<file path="src/rtl/fetch_redirect_pkg.sv">
`default_nettype none
// ============================================================================
// Module      : fetch_redirect_pkg
// Description : Shared types and constants for the fetch/redirect front end.
// Revision    : 1.0 - initial release
// ============================================================================
package fetch_redirect_pkg;

    typedef logic [31:0] addr;
    typedef logic [31:0] instr;

    // Entry delivered downstream: fetched word tagged with its PC.
    typedef struct packed {
        addr  pc;
        instr ins;
    } fetch_entry;

    // Outstanding memory request; killed marks a wrong-path fetch.
    typedef struct packed {
        addr  pc;
        logic killed;
    } pending_entry;

    localparam addr c_reset_pc = 32'h8000_0000;

endpackage
`default_nettype wire

</file>
<file path="src/rtl/sync_fifo.sv">
`default_nettype none
// ============================================================================
// Module      : sync_fifo
// Description : Synchronous FIFO generic in entry type and depth, with a
//               clear input and a per-entry kill bit that mark_all sets on
//               every stored entry (and on an entry pushed the same cycle).
// Revision    : 1.0 - initial release
// ============================================================================
module sync_fifo #(
    parameter type T     = logic [31:0],
    parameter int  DEPTH = 2
) (
    input  logic                         clk,
    input  logic                         rst,
    input  logic                         clear,
    input  logic                         push,
    input  T                             push_data,
    input  logic                         push_kill,
    input  logic                         pop,
    input  logic                         mark_all,
    output T                             head_data,
    output logic                         head_kill,
    output logic [$clog2(DEPTH+1)-1:0]   count
);

    localparam int AW = (DEPTH > 1) ? $clog2(DEPTH) : 1;
    localparam int CW = $clog2(DEPTH + 1);

    T                r_mem [DEPTH];
    logic [DEPTH-1:0] r_kill;
    logic [AW-1:0]   r_wptr;
    logic [AW-1:0]   r_rptr;
    logic [CW-1:0]   r_count;
    logic            w_do_push;
    logic            w_do_pop;
    logic [AW-1:0]   w_wptr_nxt;
    logic [AW-1:0]   w_rptr_nxt;

    // A full FIFO can still take a push when the head leaves the same cycle.
    assign w_do_pop   = pop && (r_count != '0);
    assign w_do_push  = push && ((r_count != CW'(DEPTH)) || w_do_pop);
    assign w_wptr_nxt = (r_wptr == AW'(DEPTH - 1)) ? '0 : r_wptr + 1'b1;
    assign w_rptr_nxt = (r_rptr == AW'(DEPTH - 1)) ? '0 : r_rptr + 1'b1;

    // Entry storage; contents are don't-care until counted in.
    always_ff @(posedge clk) begin
        if (w_do_push) begin
            r_mem[r_wptr] <= push_data;
        end
    end

    // Kill bits: mark_all kills everything held, including this cycle's push.
    always_ff @(posedge clk) begin
        if (rst) begin
            r_kill <= '0;
        end else begin
            if (mark_all) begin
                r_kill <= '1;
            end
            if (w_do_push) begin
                r_kill[r_wptr] <= push_kill | mark_all;
            end
        end
    end

    // Pointers and occupancy; clear empties the FIFO and overrides push/pop.
    always_ff @(posedge clk) begin
        if (rst || clear) begin
            r_wptr  <= '0;
            r_rptr  <= '0;
            r_count <= '0;
        end else begin
            if (w_do_push) begin
                r_wptr <= w_wptr_nxt;
            end
            if (w_do_pop) begin
                r_rptr <= w_rptr_nxt;
            end
            case ({w_do_push, w_do_pop})
                2'b10:   r_count <= r_count + 1'b1;
                2'b01:   r_count <= r_count - 1'b1;
                default: r_count <= r_count;
            endcase
        end
    end

    assign head_data = r_mem[r_rptr];
    assign head_kill = r_kill[r_rptr];
    assign count     = r_count;

endmodule
`default_nettype wire

</file>
<file path="src/rtl/fetch_redirect.sv">
`default_nettype none
// ============================================================================
// Module      : fetch_redirect
// Description : PC generator and in-order instruction fetcher. Accepts taken
//               branch redirects, kills wrong-path fetches in flight and
//               delivers {pc, instr} entries on a valid/ready handshake.
// Revision    : 1.0 - initial release
// ============================================================================
module fetch_redirect
    import fetch_redirect_pkg::*;
#(
    parameter addr RESET_PC     = c_reset_pc,
    parameter int  MAX_INFLIGHT = 2
) (
    input  logic        clk,
    input  logic        rst,
    input  logic        br_valid,
    input  logic [31:0] br_target,
    output logic        req_valid,
    input  logic        req_ready,
    output logic [31:0] req_addr,
    input  logic        resp_valid,
    input  logic [31:0] resp_data,
    output logic        out_valid,
    input  logic        out_ready,
    output logic [31:0] out_pc,
    output logic [31:0] out_instr,
    output logic        flush
);

    localparam int CW = $clog2(MAX_INFLIGHT + 1);
    localparam int IW = CW + 1;

    localparam logic [1:0] S_BOOT  = 2'd0;
    localparam logic [1:0] S_RUN   = 2'd1;
    localparam logic [1:0] S_REDIR = 2'd2;

    logic [1:0]   r_state;
    addr          r_pc;
    logic         r_flush;

    pending_entry w_pend_push;
    pending_entry w_pend_head;
    addr          w_pend_head_pc;
    logic         w_pend_head_kill;
    logic [CW-1:0] w_pend_cnt;

    fetch_entry   w_out_push;
    fetch_entry   w_out_head;
    logic         w_out_head_kill;
    logic [CW-1:0] w_out_cnt;

    logic [IW-1:0] w_inflight;
    logic          w_has_credit;
    logic          w_req_fire;
    logic          w_resp_fire;
    logic          w_out_push_en;
    logic          w_out_fire;

    // Credits cover both outstanding requests and buffered results, so every
    // response is guaranteed a slot in the output FIFO.
    assign w_inflight   = IW'(w_pend_cnt) + IW'(w_out_cnt);
    assign w_has_credit = w_inflight < IW'(MAX_INFLIGHT);

    assign req_valid  = (r_state == S_RUN) && w_has_credit;
    assign req_addr   = req_valid ? r_pc : '0;
    assign w_req_fire = req_valid && req_ready;

    // A request accepted in the redirect cycle is already wrong-path.
    assign w_pend_push = '{pc: r_pc, killed: br_valid};
    assign w_pend_head = '{pc: w_pend_head_pc, killed: w_pend_head_kill};

    // Responses with nothing pending are ignored.
    assign w_resp_fire   = resp_valid && (w_pend_cnt != '0);
    assign w_out_push_en = w_resp_fire && !w_pend_head.killed && !br_valid;
    assign w_out_push    = '{pc: w_pend_head.pc, ins: resp_data};

    assign out_valid  = (w_out_cnt != '0) && !w_out_head_kill;
    assign w_out_fire = out_valid && out_ready;
    assign out_pc     = out_valid ? w_out_head.pc  : '0;
    assign out_instr  = out_valid ? w_out_head.ins : '0;
    assign flush      = r_flush;

    sync_fifo #(
        .T     (addr),
        .DEPTH (MAX_INFLIGHT)
    ) u_pending (
        .clk       (clk),
        .rst       (rst),
        .clear     (1'b0),
        .push      (w_req_fire),
        .push_data (w_pend_push.pc),
        .push_kill (w_pend_push.killed),
        .pop       (w_resp_fire),
        .mark_all  (br_valid),
        .head_data (w_pend_head_pc),
        .head_kill (w_pend_head_kill),
        .count     (w_pend_cnt)
    );

    sync_fifo #(
        .T     (fetch_entry),
        .DEPTH (MAX_INFLIGHT)
    ) u_output (
        .clk       (clk),
        .rst       (rst),
        .clear     (br_valid),
        .push      (w_out_push_en),
        .push_data (w_out_push),
        .push_kill (1'b0),
        .pop       (w_out_fire),
        .mark_all  (1'b0),
        .head_data (w_out_head),
        .head_kill (w_out_head_kill),
        .count     (w_out_cnt)
    );

    // FSM, PC and flush: a redirect wins over the sequential pc+4 advance.
    always_ff @(posedge clk) begin
        if (rst) begin
            r_state <= S_BOOT;
            r_pc    <= RESET_PC;
            r_flush <= 1'b0;
        end else begin
            r_flush <= br_valid;
            if (br_valid) begin
                r_state <= S_REDIR;
                r_pc    <= br_target & ~32'd3;
            end else begin
                case (r_state)
                    S_BOOT:  r_state <= S_RUN;
                    S_RUN:   r_state <= S_RUN;
                    S_REDIR: r_state <= S_RUN;
                    default: r_state <= S_RUN;
                endcase
                if (w_req_fire) begin
                    r_pc <= r_pc + 32'd4;
                end
            end
        end
    end

    // Memory must never answer a request that was not issued.
    a_resp_has_pending: assert property (
        @(posedge clk) disable iff (rst) resp_valid |-> (w_pend_cnt != '0)
    );

endmodule
`default_nettype wire

</file>
<file path="config.mk">
export PLATFORM = sky130hd
export DESIGN_NAME = fetch_redirect
export DESIGN_NICKNAME = d
export VERILOG_FILES = /design/src/rtl/fetch_redirect_pkg.sv /design/src/rtl/sync_fifo.sv /design/src/rtl/fetch_redirect.sv
export SDC_FILE = /design/constraint.sdc
export NUM_CORES = 1
export LEC_CHECK = 0
export BUFFER_PORTS_ARGS = -buffer_cell sky130_fd_sc_hd__buf_4
export CAP_MARGIN = 5
export CORE_ASPECT_RATIO = 0.8
export CORE_MARGIN = 2
export CORE_UTILIZATION = 45
export DETAILED_ROUTE_END_ITERATION = 16
export PLACE_DENSITY = 0.66
export REMOVE_ABC_BUFFERS = 1
export SYNTH_ARGS = -nofsm -noshare
export SYNTH_HDL_FRONTEND = slang
export SYNTH_SLANG_ARGS = --single-unit
</file>
<file path="constraint.sdc">
create_clock -name clk -period 8.4 [get_ports clk]
set_clock_uncertainty 0.2 [all_clocks]
set_input_delay 2.1 -clock clk [delete_from_list [all_inputs] [get_ports clk]]
set_output_delay 2.1 -clock clk [all_outputs]
set_load 0.05 [all_outputs]
</file>
==> impl_metrics.ini <==
[run_status]
status = finished clean

[clock_tree]
cts_tree = yes
cts_resized = 0
cts_sinks = 230
cts_buffers = 24
clockBufferDepth = 3
clock_latency_ps = 510
ctsHoldBuffers = 0
htree_levels = 1
cts_root_buf = clkbuf_16
cts_setup_buffers = 0
clkTransAtPathRegs_ps = 60

[grt]
grt_usage_pct = 18.49
grt_pass1_vias = 6138
antenna_found_initial = 0
grt_pass1_wl_um = 32950
grt_max_degree = 64
grt_overflow = 0

[worst_hold_path]
hold_start = u_output.r_kill[1]
worst_hold_path_type = reg2reg
min_path_cells = 2
holdPathEnd = u_output.r_kill[1]

[final_layout]
area_growth_pct = 23.77
n_antenna_cell = 0
design_area_sq_um = 11840
drive_gt1_share_pct = 28.00
nFillCells = 1716
num-nets-final = 938

[logic_synthesis]
synth_top_area_share_pct = 57.76
synthDistinctLibCells = 56
synthArstFlopShare_pct = 0
synth-seq-cells = 230
yosysSeqAreaShare_pct = 67.39
synthTopCellsByArea = edfxtp_1 (58%), dfxtp_1 (9.6%), mux2i_1 (6.7%), nor2_1 (4.0%), mux2_2 (3.6%)
synth_top_area_cell = edfxtp_1
yosysWarnings = 0
syn_area_per_cell_sq_um = 13.47
synth_area_sq_um = 9565
synthTopCellsByCount = edfxtp_1 (184), nor2_1 (101), mux2i_1 (64)
synth_cells = 710
synth_edf_count = 184
synth_ff_type = edfxtp_1
synth.most_common_cell = edfxtp_1

[sta]
whs_ps = 260.4
period_share_pct = 70.12
setup_viol = 0
hold_violations = 0
fin_setup_tns_ps = 0
tightestPinTransition_ps = 1169
rsz0062_at_grt = no
setup_ws_ps = 2510
drv_slew = 0
maxSlewHeadroom_pct = 22.08
clock.fmax_ghz = 0.1698
fin_crit_ps = 5890

[floorplanning]
core_area_sq_um = 20760
rows = 47
io_pins = 169
die_x_um = 167.0
start_util_pct = 46.08
die_y_um = 134.4
die_area_sq_um = 22450

[setup_path]
r2r_slack_ps = 4160
r2r-end = r_pc[19]
path_class = reg2out
cp_slowest_stage_delay_ps = 890
end_kind = output pin
critPathMaxFanout = 33
crit_required_ps = 6100
worstSetupStartpointType = flip-flop
crit_top_cell = and2_1
cp.arrival_ps = 3590
crit_slowest_cell = or4b_1
crit-reg2reg-launch = u_output.count[0]
r2r_cells = 7
worstPathCellList = and2_1, fa_1, or4b_1, inv_2, and2_1, buf_4

[detailed_routing]
wl_per_cell_um = 18.35
route.vias.total = 6294
ant_nets = 0
vias_per_cell = 5.468
dr.pass1.iters = 7
drc_errors = 0
wl_um = 21120
drtIter0Drc = 338

[placement]
hpwlAfterDp_um = 13650
gp_congestion = 0.8195
port_buffers = 162
preCtsSetupSlack_ps = 3059
placed_cell_area_sq_um = 11020

[power]
p_per_area_nw_per_um2 = 217.2
vdd_drop_max_mv = 0.1435
total_power_mw = 2.572
power_leakage_nw = 4.162

[run]
cap_violations = 0
-- critical path, delay by kind of cell (launching register included) --
| family | cells | cell delay [ps] |
|---|---|---|
| flops | 1 | 490 |
| buf+inv | 2 | 830 |
| simple gates | 3 | 1330 |
| fa+ha+maj | 1 | 410 |
-- cell families after synthesis --
kind of cell	Yosys count	synth area share [%]
AO/OA/AOI/OAI	64	4.957
XOR/XNOR	13	1.190
adder cells (fa/ha/maj)	4	0.6018
buffers and inverters	61	2.577
flip-flops	230	67.39
multiplexers	95	10.35
other	1	0.03920
AND/OR/NAND/NOR	242	12.90
-- state kept, by name, indices dropped and copies added, names as in the netlist, named ones only --
| register | count |
|---|---|
| u_output.count | 2 |
| u_output.r_rptr | 1 |
| r_state | 2 |
| u_pending.count | 2 |
| u_output.r_kill | 2 |
| u_pending.r_kill | 2 |
| u_output.r_wptr | 1 |
| u_pending.r_mem | 60 |
| u_pending.r_rptr | 1 |
| u_output.r_mem | 124 |
| u_pending.r_wptr | 1 |
| r_pc | 30 |
-- layer usage --
layer / global-route usage, % / vias up / wire length (um)
met5: 0 / - / 0
met4: 5.556 / 0 / 403
met3: 3.924 / 35 / 1515
met2: 30.09 / 237 / 9848
met1: 25.18 / 3064 / 9349
li1: - / 2958 / -
-- power breakdown --
group          leakage, nW  total (mW)  internal, mW  switching, mW
clock                0.407        1.07         0.658          0.417
combinational         1.70       0.193        0.0768          0.116
sequential            2.05        1.30          1.27         0.0328
-- placed cells by master (no fill, tap or decap), drive strengths merged, types with 3 or more instances in the layout --
cell type / synthesis / routed
a32oi: 5 / 5
nand3: 17 / 17
buf: 8 / 168
edfxtp: 184 / 184
conb: 1 / 4
nor3: 11 / 11
a211oi: 10 / 10
nand4: 14 / 14
mux2: 31 / 31
xnor2: 8 / 8
a21oi: 6 / 6
ha: 3 / 3
mux2i: 64 / 64
nand2: 20 / 20
dfxtp: 46 / 46
o31ai: 6 / 6
a311oi: 10 / 10
xor2: 5 / 5
o211ai: 6 / 6
nand3b: 3 / 3
or4: 11 / 11
clkinv: 1 / 7
and2: 27 / 27
clkbuf: 35 / 36
and4: 8 / 8
nor2: 101 / 101
or3: 11 / 11
nor4: 7 / 7
o21ai: 9 / 9
inv: 17 / 17
-- worst max path at each step --
stage / start / endpoint / slack (ps)
after floorplan: resp_valid / u_output.r_mem[0][0] / 680
after global placement: u_output.count[0] / req_addr[10] / 3140
after detailed placement: u_output.count[0] / req_addr[11] / 3060
after CTS: u_output.count[0] / req_addr[11] / 2510
after global routing: u_output.count[0] / req_addr[11] / 2290
final: u_output.count[0] / req_addr[11] / 2510
-- metrics by stage --
| stage | util [%] | cells |
|---|---|---|
| floorplan | - | 670 |
| global placement | 53.08 | 1107 |
| detailed placement | 53.08 | 1107 |
| CTS | 57.03 | 1151 |
| global route | 57.03 | 1151 |
| finish | 57.03 | 1151 |
-- area by class of cell --
type / instances / area (sq um) / share of cell area (%)
clock buffers: 36 / 726.9 / 6.140
clock inverters: 8 / 92.59 / 0.7821
inverters: 18 / 67.56 / 0.5707
multi-input cells: 422 / 2904 / 24.53
flip-flops and latches: 230 / 6450 / 54.48
well taps: 269 / 336.6 / 2.843
repair buffers: 168 / 1261 / 10.65
No activity file was read; power rests on OpenSTA's default activity.
